**config.mk**
```make
export PLATFORM = sky130hd
export DESIGN_NAME = ui_entry_ctrl_flat
export DESIGN_NICKNAME = d
export VERILOG_FILES = /design/src/rtl/ui_pkg.sv /design/src/rtl/ui_entry_ctrl_if.sv /design/src/rtl/edge_detect.sv /design/src/rtl/ui_entry_ctrl.sv /design/src/flat_wrapper.sv
export SDC_FILE = /design/constraint.sdc
export NUM_CORES = 1
export LEC_CHECK = 0
export ABC_CLOCK_PERIOD_IN_PS = 2200
export BUFFER_PORTS_ARGS = -buffer_cell sky130_fd_sc_hd__buf_2
export CAP_MARGIN = 10
export CORE_MARGIN = 1.5
export CORE_UTILIZATION = 48
export CTS_CLUSTER_DIAMETER = 40
export DETAILED_ROUTE_END_ITERATION = 8
export PLACE_DENSITY = 0.79
export SYNTH_ARGS = -nofsm -noshare
export SYNTH_HDL_FRONTEND = slang
export SYNTH_SLANG_ARGS = --single-unit
export TNS_END_PERCENT = 30
```
**constraint.sdc**
```tcl
create_clock -name clk -period 2.2 [get_ports clk]
set_input_delay 0.11 -clock clk [delete_from_list [all_inputs] [get_ports clk]]
set_output_delay 0.11 -clock clk [all_outputs]
set_load 0.005 [all_outputs]
```
**src/rtl/ui_pkg.sv**
```systemverilog
// Shared state encoding, key-index constants and key priority helper for the
// monitor display entry controller.
package ui_pkg;

  typedef enum logic [1:0] {
    ST_CLEAR = 2'd0,
    ST_ENTRY = 2'd1,
    ST_ADDR  = 2'd2
  } ui_state_e;

  localparam int NUM_KEYS  = 16;
  localparam int KEY_IDX_W = 4;

  typedef logic [KEY_IDX_W-1:0] key_idx_t;

  // Several keys hit together resolve to the lowest-numbered one.
  function automatic key_idx_t lowest_key(input logic [NUM_KEYS-1:0] keys);
    key_idx_t idx;
    idx = '0;
    for (int i = NUM_KEYS - 1; i >= 0; i--) begin
      if (keys[i]) idx = key_idx_t'(i);
    end
    return idx;
  endfunction

endpackage

```
**src/rtl/ui_entry_ctrl_if.sv**
```systemverilog
// Keypad, monitor command and display signals of the entry controller; the
// master side drives the keys, the slave side (the controller) drives the display.
interface ui_entry_ctrl_if
  import ui_pkg::*;
#(
  parameter int DIGITS = 6,
  parameter int ADDR_W = 16
);
  localparam int CNT_W = $clog2(DIGITS + 1);

  logic [NUM_KEYS-1:0] keys;
  logic                b_back;
  logic                b_load;
  logic                b_storeinc;
  logic                b_dec;
  logic                clear_disp;
  logic                stopped;
  logic [ADDR_W-1:0]   addr;
  logic [4*DIGITS-1:0] disp;
  logic [DIGITS-1:0]   disp_blank;
  logic                disp_valid;
  logic [CNT_W-1:0]    digit_cnt;
  logic                key_evt;

  modport master (
    output keys, b_back, b_load, b_storeinc, b_dec, clear_disp, stopped, addr,
    input  disp, disp_blank, disp_valid, digit_cnt, key_evt
  );

  modport slave (
    input  keys, b_back, b_load, b_storeinc, b_dec, clear_disp, stopped, addr,
    output disp, disp_blank, disp_valid, digit_cnt, key_evt
  );

endinterface

```
**src/rtl/edge_detect.sv**
```systemverilog
// Rising-edge detector for a level input; a level already high when reset
// releases must drop once before it can produce an edge.
module edge_detect (
  input  logic clk,
  input  logic rst,
  input  logic din,
  output logic rise
);

  logic prev_q, prev_d;
  logic armed_q, armed_d;

  always_comb begin
    prev_d  = din;
    armed_d = armed_q | ~din;
  end

  always_ff @(posedge clk or posedge rst) begin
    if (rst) begin
      prev_q  <= 1'b0;
      armed_q <= 1'b0;
    end else begin
      prev_q  <= prev_d;
      armed_q <= armed_d;
    end
  end

  assign rise = armed_q & din & ~prev_q;

endmodule

```
**src/rtl/ui_entry_ctrl.sv**
```systemverilog
// Hex keypad entry controller for a monitor display: digit shift-in, backspace,
// address display mode and clear-on-next-digit, with registered display outputs.
module ui_entry_ctrl
  import ui_pkg::*;
#(
  parameter int DIGITS = 6,
  parameter int ADDR_W = 16
) (
  input logic           clk,
  input logic           rst,
  ui_entry_ctrl_if.slave bus
);

  localparam int                DISP_W      = 4 * DIGITS;
  localparam int                CNT_W       = $clog2(DIGITS + 1);
  localparam logic [DIGITS-1:0] CLEAR_BLANK = {{(DIGITS-1){1'b1}}, 1'b0};
  localparam logic [CNT_W-1:0]  CNT_MAX     = CNT_W'(DIGITS);

  ui_state_e           state_q, state_d;
  logic [DISP_W-1:0]   disp_q, disp_d;
  logic [DIGITS-1:0]   blank_q, blank_d;
  logic [CNT_W-1:0]    cnt_q, cnt_d;
  logic                valid_q, valid_d;
  logic                key_evt_q, key_evt_d;
  logic                pend_q, pend_d;
  logic                fresh_q, fresh_d;
  logic [NUM_KEYS-1:0] keys_prev_q, keys_prev_d;
  logic                keys_arm_q, keys_arm_d;

  logic     hex_evt, bs_rise, bs_evt, stop_rise, clr_ok;
  key_idx_t hex_val;

  edge_detect u_bs_edge   (.clk(clk), .rst(rst), .din(bus.b_back),  .rise(bs_rise));
  edge_detect u_stop_edge (.clk(clk), .rst(rst), .din(bus.stopped), .rise(stop_rise));

  // Input edge stage: rollover-free hex press detection and command qualification
  always_comb begin
    keys_prev_d = bus.keys;
    keys_arm_d  = keys_arm_q | (bus.keys == '0);
    hex_evt     = keys_arm_q && (bus.keys != '0) && (keys_prev_q == '0);
    hex_val     = lowest_key(bus.keys);
    bs_evt      = bs_rise && !hex_evt;
    clr_ok      = bus.clear_disp && !bus.b_storeinc && !bus.b_dec;
  end

  // Next-state and display update
  always_comb begin
    state_d   = state_q;
    disp_d    = disp_q;
    cnt_d     = cnt_q;
    pend_d    = pend_q;
    fresh_d   = fresh_q;
    key_evt_d = 1'b0;

    if (stop_rise) begin
      state_d = ST_CLEAR;
      disp_d  = '0;
      cnt_d   = '0;
      pend_d  = 1'b0;
      fresh_d = 1'b1;
    end else if (bus.b_load) begin
      state_d = ST_ADDR;
      fresh_d = 1'b0;
      // A held load key keeps an already armed clear request alive.
      pend_d  = (state_q == ST_ADDR) ? (pend_q | clr_ok) : clr_ok;
    end else begin
      if (hex_evt) begin
        key_evt_d = 1'b1;
        fresh_d   = 1'b0;
        if (state_q == ST_CLEAR || pend_q) begin
          state_d = ST_ENTRY;
          disp_d  = DISP_W'(hex_val);
          cnt_d   = CNT_W'(1);
          pend_d  = 1'b0;
        end else if (state_q == ST_ENTRY) begin
          disp_d = {disp_q[DISP_W-5:0], hex_val};
          cnt_d  = (cnt_q == CNT_MAX) ? CNT_MAX : cnt_q + CNT_W'(1);
        end else begin
          disp_d = DISP_W'(bus.addr);
          cnt_d  = '0;
        end
      end else if (bs_evt) begin
        pend_d = 1'b0;
        if (state_q == ST_ENTRY) begin
          disp_d = disp_q >> 4;
          cnt_d  = cnt_q - CNT_W'(1);
          if (cnt_q == CNT_W'(1)) state_d = ST_CLEAR;
        end
      end

      if (bus.clear_disp) begin
        if (state_q == ST_ENTRY) begin
          pend_d = 1'b1;
        end else if (state_q == ST_ADDR && clr_ok) begin
          state_d = ST_CLEAR;
          pend_d  = 1'b0;
        end
      end
    end

    valid_d = !(state_d == ST_CLEAR && fresh_d);
  end

  always_comb begin
    blank_d = '1;
    for (int i = 0; i < DIGITS; i++) begin
      unique case (state_d)
        ST_ENTRY: blank_d[i] = (i >= int'(cnt_d));
        ST_ADDR:  blank_d[i] = (i >= ADDR_W / 4);
        default:  blank_d[i] = (i != 0);
      endcase
    end
  end

  always_ff @(posedge clk or posedge rst) begin
    if (rst) state_q <= ST_CLEAR;
    else     state_q <= state_d;
  end

  // Output register stage
  always_ff @(posedge clk or posedge rst) begin
    if (rst) begin
      disp_q      <= '0;
      blank_q     <= CLEAR_BLANK;
      cnt_q       <= '0;
      valid_q     <= 1'b0;
      key_evt_q   <= 1'b0;
      pend_q      <= 1'b0;
      fresh_q     <= 1'b1;
      keys_prev_q <= '0;
      keys_arm_q  <= 1'b0;
    end else begin
      disp_q      <= disp_d;
      blank_q     <= blank_d;
      cnt_q       <= cnt_d;
      valid_q     <= valid_d;
      key_evt_q   <= key_evt_d;
      pend_q      <= pend_d;
      fresh_q     <= fresh_d;
      keys_prev_q <= keys_prev_d;
      keys_arm_q  <= keys_arm_d;
    end
  end

  assign bus.disp       = disp_q;
  assign bus.disp_blank = blank_q;
  assign bus.digit_cnt  = cnt_q;
  assign bus.disp_valid = valid_q;
  assign bus.key_evt    = key_evt_q;

endmodule

```
**src/flat_wrapper.sv**
```systemverilog
// flat-port wrapper written by rule: the top's interface ports become plain ports
module ui_entry_ctrl_flat import ui_pkg::*;
#(
  parameter int DIGITS = 6,
  parameter int ADDR_W = 16
)
  (clk, rst, bus_keys, bus_b_back, bus_b_load, bus_b_storeinc, bus_b_dec, bus_clear_disp, bus_stopped, bus_addr, bus_disp, bus_disp_blank, bus_disp_valid, bus_digit_cnt, bus_key_evt);
  ui_entry_ctrl_if #(.DIGITS(DIGITS), .ADDR_W(ADDR_W)) bus_i ();
  input logic clk;
  input logic rst;
  input wire logic [$bits(bus_i.keys)-1:0] bus_keys;
  input wire logic [$bits(bus_i.b_back)-1:0] bus_b_back;
  input wire logic [$bits(bus_i.b_load)-1:0] bus_b_load;
  input wire logic [$bits(bus_i.b_storeinc)-1:0] bus_b_storeinc;
  input wire logic [$bits(bus_i.b_dec)-1:0] bus_b_dec;
  input wire logic [$bits(bus_i.clear_disp)-1:0] bus_clear_disp;
  input wire logic [$bits(bus_i.stopped)-1:0] bus_stopped;
  input wire logic [$bits(bus_i.addr)-1:0] bus_addr;
  output wire logic [$bits(bus_i.disp)-1:0] bus_disp;
  output wire logic [$bits(bus_i.disp_blank)-1:0] bus_disp_blank;
  output wire logic [$bits(bus_i.disp_valid)-1:0] bus_disp_valid;
  output wire logic [$bits(bus_i.digit_cnt)-1:0] bus_digit_cnt;
  output wire logic [$bits(bus_i.key_evt)-1:0] bus_key_evt;
  assign bus_i.keys = bus_keys;
  assign bus_i.b_back = bus_b_back;
  assign bus_i.b_load = bus_b_load;
  assign bus_i.b_storeinc = bus_b_storeinc;
  assign bus_i.b_dec = bus_b_dec;
  assign bus_i.clear_disp = bus_clear_disp;
  assign bus_i.stopped = bus_stopped;
  assign bus_i.addr = bus_addr;
  assign bus_disp = bus_i.disp;
  assign bus_disp_blank = bus_i.disp_blank;
  assign bus_disp_valid = bus_i.disp_valid;
  assign bus_digit_cnt = bus_i.digit_cnt;
  assign bus_key_evt = bus_i.key_evt;
  ui_entry_ctrl #(.DIGITS(DIGITS), .ADDR_W(ADDR_W)) u_core (.clk(clk), .rst(rst), .bus(bus_i));
endmodule
```
==> run_results.csv <==
group,metric,value,unit
routing,detailedRoute.firstPassIterationCount,5,
synth,syn_avg_cell_area,10.18,um2
synth,dominant_synthesized_flop_cell,"sky130_fd_sc_hd__dfrtp_1",
routing,wire_per_inst,15.69,um
floorplan,floorplan.initialDensity,0.5035,
sta,fmaxAchievable,0.4540,GHz
routing,route.final.wire_length,7737,um
final_layout,layout.cell_area.non_filler,0.004138,mm2
synth,mappedNetlistNets,342,
global_route,gr-usage-met3,0.05824,
clock_network,htreeDepth,3,
worst_setup_path,worst_setup_path_endpoint,"u_core.bus.disp_blank[2]$_DFF_PP1_",
clock_network,tritoncts,"built",
place,routabilityCongestion,0.8651,
synth,syn_inst,298,
global_route,grt_start_max_net_pins,34,
synth,synthTopCellsByCount,"sky130_fd_sc_hd__dfrtp_1, sky130_fd_sc_hd__nand2_1, sky130_fd_sc_hd__a21oi_1",
final_layout,final_cells,493,
worst_setup_path,crit_start,"bus_keys[13]",
min_path,hold_path_depth,2,
worst_setup_path,reg2regPathDepth,7,
global_route,most_used_routing_layer,"met2",
place,post-dp-hpwl,5204,um
floorplan,core_region_area,0.006026,mm2
routing,drc,0,
routing,vias,2776,
sta,maxSlewViolCount,0,
final_layout,final.fill_count,476,
sta,rsz0062_at_grt,"true",
sta,timing_worst_slew_pin_value,621.4,ps
routing,drt-initial-drc-count,212,
synth,mappedNetlistArea,0.003034,mm2
synth,ys_async_sr_fraction,1.000,
final_layout,area_of_the_multi_input_gates,0.001430,mm2
synth,synth_cell_types,57,
power,netSwitchingFraction,0.2363,
final_layout,synthToLayoutAreaGrowth,36.37,%
floorplan,io_pins,75,
power,internal-power,2.041,mW
place,placedInstanceArea,0.003641,mm2
global_route,grt_usage,0.2501,
synth,synth_seq_cells,60,
routing,vias_per_cell,5.631,
synth,synth_enable_flop_cells,0,
synth,post_synth_main_area_contributors,"sky130_fd_sc_hd__dfrtp_1, sky130_fd_sc_hd__dfstp_2, sky130_fd_sc_hd__a21oi_1",
sta,timing.final.hold_violations,0,
floorplan,die_outline_width,82.51,um
sta,maxSlewHeadroom,0.5851,
synth,top_area_cell_type_share_of_the_netlist_area,0.4454,
sta,finalSetupViolations,1,
clock_network,cts.path.max_buffers,2,
power,leakage_power_total,1.918,nW
power,p_seq_frac,0.436,
sta,min_period,2203,ps
min_path,hold_path.class,"primary input to flop",
power,power_switching,0.6313,mW
worst_setup_path,cp.required,2470,ps
global_route,initial_antenna_violation_count,0,
final_layout,antenna_diode_instance_count,0,
synth,part_of_the_yosys_area_used_for_sequential_elements,0.4973,
synth,yosys.cell_count.top_type,"sky130_fd_sc_hd__dfrtp_1",
worst_setup_path,worst_r2r_dst,"u_core.bus.disp_blank[2]$_DFF_PP1_",
run_status,run_status,"finished with violations",
clock_network,worst_skew_pair.late_latency,340,ps
floorplan,design.die.area,0.006807,mm2
sta,timing.setup.tns,-2.521,ps
clock_network,cts_bufs_inserted,9,
worst_setup_path,timing.critical_path.arrival,2480,ps
global_route,grt.met2_usage,0.3878,
power,combPwrFrac,0.136,
synth,synth_area_leader_cell,"sky130_fd_sc_hd__dfrtp_1",
worst_setup_path,worst-setup-path-type,"primary input to flop",
global_route,sum_of_overflow_across_all_layers_after_global_routing,0,
clock_network,cts_sinks,60,
worst_setup_path,r2r_setup_slack,40,ps
sta,skew_final,7.501,ps
power,max-vdd-ir-drop,404.8,uV
global_route,met1_usage,0.3454,
run,cap_violations,0,
global_route,grt_first_pass_wirelength,12560,um
worst_setup_path,critical_path_peak_fanout,6,
final_layout,sequential_cell_area,0.001509,mm2
final_layout,net_count_of_the_finished_layout,457,
power,pwr_density_cell,645.7,mW/mm2
worst_setup_path,regToRegStartpoint,"u_core.keys_prev_q[1]$_DFF_PP0_",
clock_network,path_clk_slew,70,ps
sta,period_share,1.001,
place,placed_instances,458,
worst_setup_path,cp-start-kind,"primary input",
power,power.clock.fraction,0.428,
place,place_worst_setup_slack,-102.8,ps
clock_network,cts_root_buffer,"sky130_fd_sc_hd__clkbuf_8",
worst_setup_path,crit_end_element,"flop",
final_layout,drive_gt1_frac,0.3756,
sta,crit_path_setup_slack_layout,-2.521,ps
floorplan,floorplan.rows,28,
run_status,violations,"negative setup slack",
synth,yosysWarnings,0,
place,port_buffers,74,
floorplan,dieHeight,82.51,um
global_route,grt_pass1_vias,2577,
power,power,2.672,mW
routing,post_route_antenna_net_violation_count,0,
==> layout by cell type (no fill, tap or decap), types with 8 or more instances in the layout <==
cell                            count
sky130_fd_sc_hd__nand2_1           30
sky130_fd_sc_hd__nand2b_1           8
sky130_fd_sc_hd__nor2_1            11
sky130_fd_sc_hd__a22o_1             9
sky130_fd_sc_hd__dlygate4sd3_1     18
sky130_fd_sc_hd__o31ai_1           15
sky130_fd_sc_hd__buf_2             74
sky130_fd_sc_hd__buf_4             27
sky130_fd_sc_hd__inv_1             10
sky130_fd_sc_hd__a22oi_1           13
sky130_fd_sc_hd__dfrtp_1           54
sky130_fd_sc_hd__nor3_1            15
sky130_fd_sc_hd__a21oi_1           22
sky130_fd_sc_hd__clkbuf_8          12
==> power groups by stage <==
stage	combinational [mW]	clock (mW)	sequential (mW)
after global routing	0.396	1.22	1.17
after detailed placement	0.326	0	1.18
after floorplan	0.172	0	1.18
after CTS	0.352	1.16	1.16
final	0.362	1.14	1.16
after global placement	0.319	0	1.18
==> worst min path at each step <==
stage                     start                          endpoint
finish              bus_keys[3]   u_core.keys_prev_q[3]$_DFF_PP0_
global route        bus_keys[3]   u_core.keys_prev_q[3]$_DFF_PP0_
CTS                 bus_keys[3]   u_core.keys_prev_q[3]$_DFF_PP0_
detailed placement          rst  u_core.keys_prev_q[15]$_DFF_PP0_
global placement            rst  u_core.keys_prev_q[15]$_DFF_PP0_
floorplan           bus_keys[0]   u_core.keys_prev_q[0]$_DFF_PP0_
==> per-layer routing <==
layer  part of all wire  vias up  routed length (um)
li1                   -     1327                   -
met1               0.44     1327                3388
met2               0.48      114                3719
met3              0.070        8                 540
met4              0.012        0                  89
met5                  0        -                   0
==> stage by stage <==
step	hold WS (ps)	utilization
global placement	215.8	0.6042
finish	30.45	0.6867
floorplan	141.4	-
CTS	6.649	0.6746
global route	21.47	0.6867
detailed placement	224.5	0.6042
==> worst max-delay path: stages <==
cell and delay [ps]:
sky130_fd_sc_hd__dlygate4sd3_1 540, sky130_fd_sc_hd__buf_2 150, sky130_fd_sc_hd__nor4_2 290, sky130_fd_sc_hd__buf_4 170
sky130_fd_sc_hd__nor4b_4 240, sky130_fd_sc_hd__buf_4 200, sky130_fd_sc_hd__or4_1 180, sky130_fd_sc_hd__a2bb2oi_4 220
sky130_fd_sc_hd__inv_1 50, sky130_fd_sc_hd__and2_1 180, sky130_fd_sc_hd__a21oi_1 150
==> repair_timing <==
item,in CTS,in global routing
pin swaps,0,7
buffers inserted,0,1
resized for setup,2,12
hold buffers,18,0
setup endpoints to repair,7,26
endpoints found under the hold margin,48,0
==> final cells by class <==
cell class | instances | area share
inverters | 12 | 0.01089
multi-input cells | 207 | 0.3456
repair buffers | 123 | 0.1993
clock buffers | 12 | 0.03992
flip-flops and latches | 60 | 0.3647
well taps | 75 | 0.02268
clock inverters | 4 | 0.01693
==> sequential cells by signal (all words and copies together), names as in the netlist <==
register and cells:
u_core.bus.digit_cnt 3, u_core.bus.disp 24, u_core.bus.disp_blank 6, u_core.bus.disp_valid 1, u_core.bus.key_evt 1, u_core.fresh_q 1
u_core.keys_arm_q 1, u_core.keys_prev_q 16, u_core.pend_q 1, u_core.state_q 2, u_core.u_bs_edge.armed_q 1, u_core.u_bs_edge.prev_q 1
u_core.u_stop_edge.armed_q 1, u_core.u_stop_edge.prev_q 1
==> kinds of logic (layout without fill, tap and decap cells) <==
| logic type | Yosys count | after routing | synth area share |
|---|---|---|---|
| AND/OR/NAND/NOR | 115 | 115 | 0.2194 |
| AO/OA/AOI/OAI | 87 | 87 | 0.2095 |
| flip-flops | 60 | 60 | 0.4973 |
| buffers and inverters | 31 | 151 | 0.05443 |
| adder cells (fa/ha/maj) | 4 | 4 | 0.01650 |
| XOR/XNOR | 1 | 1 | 0.002887 |
Power figures use the tool's default switching activity.
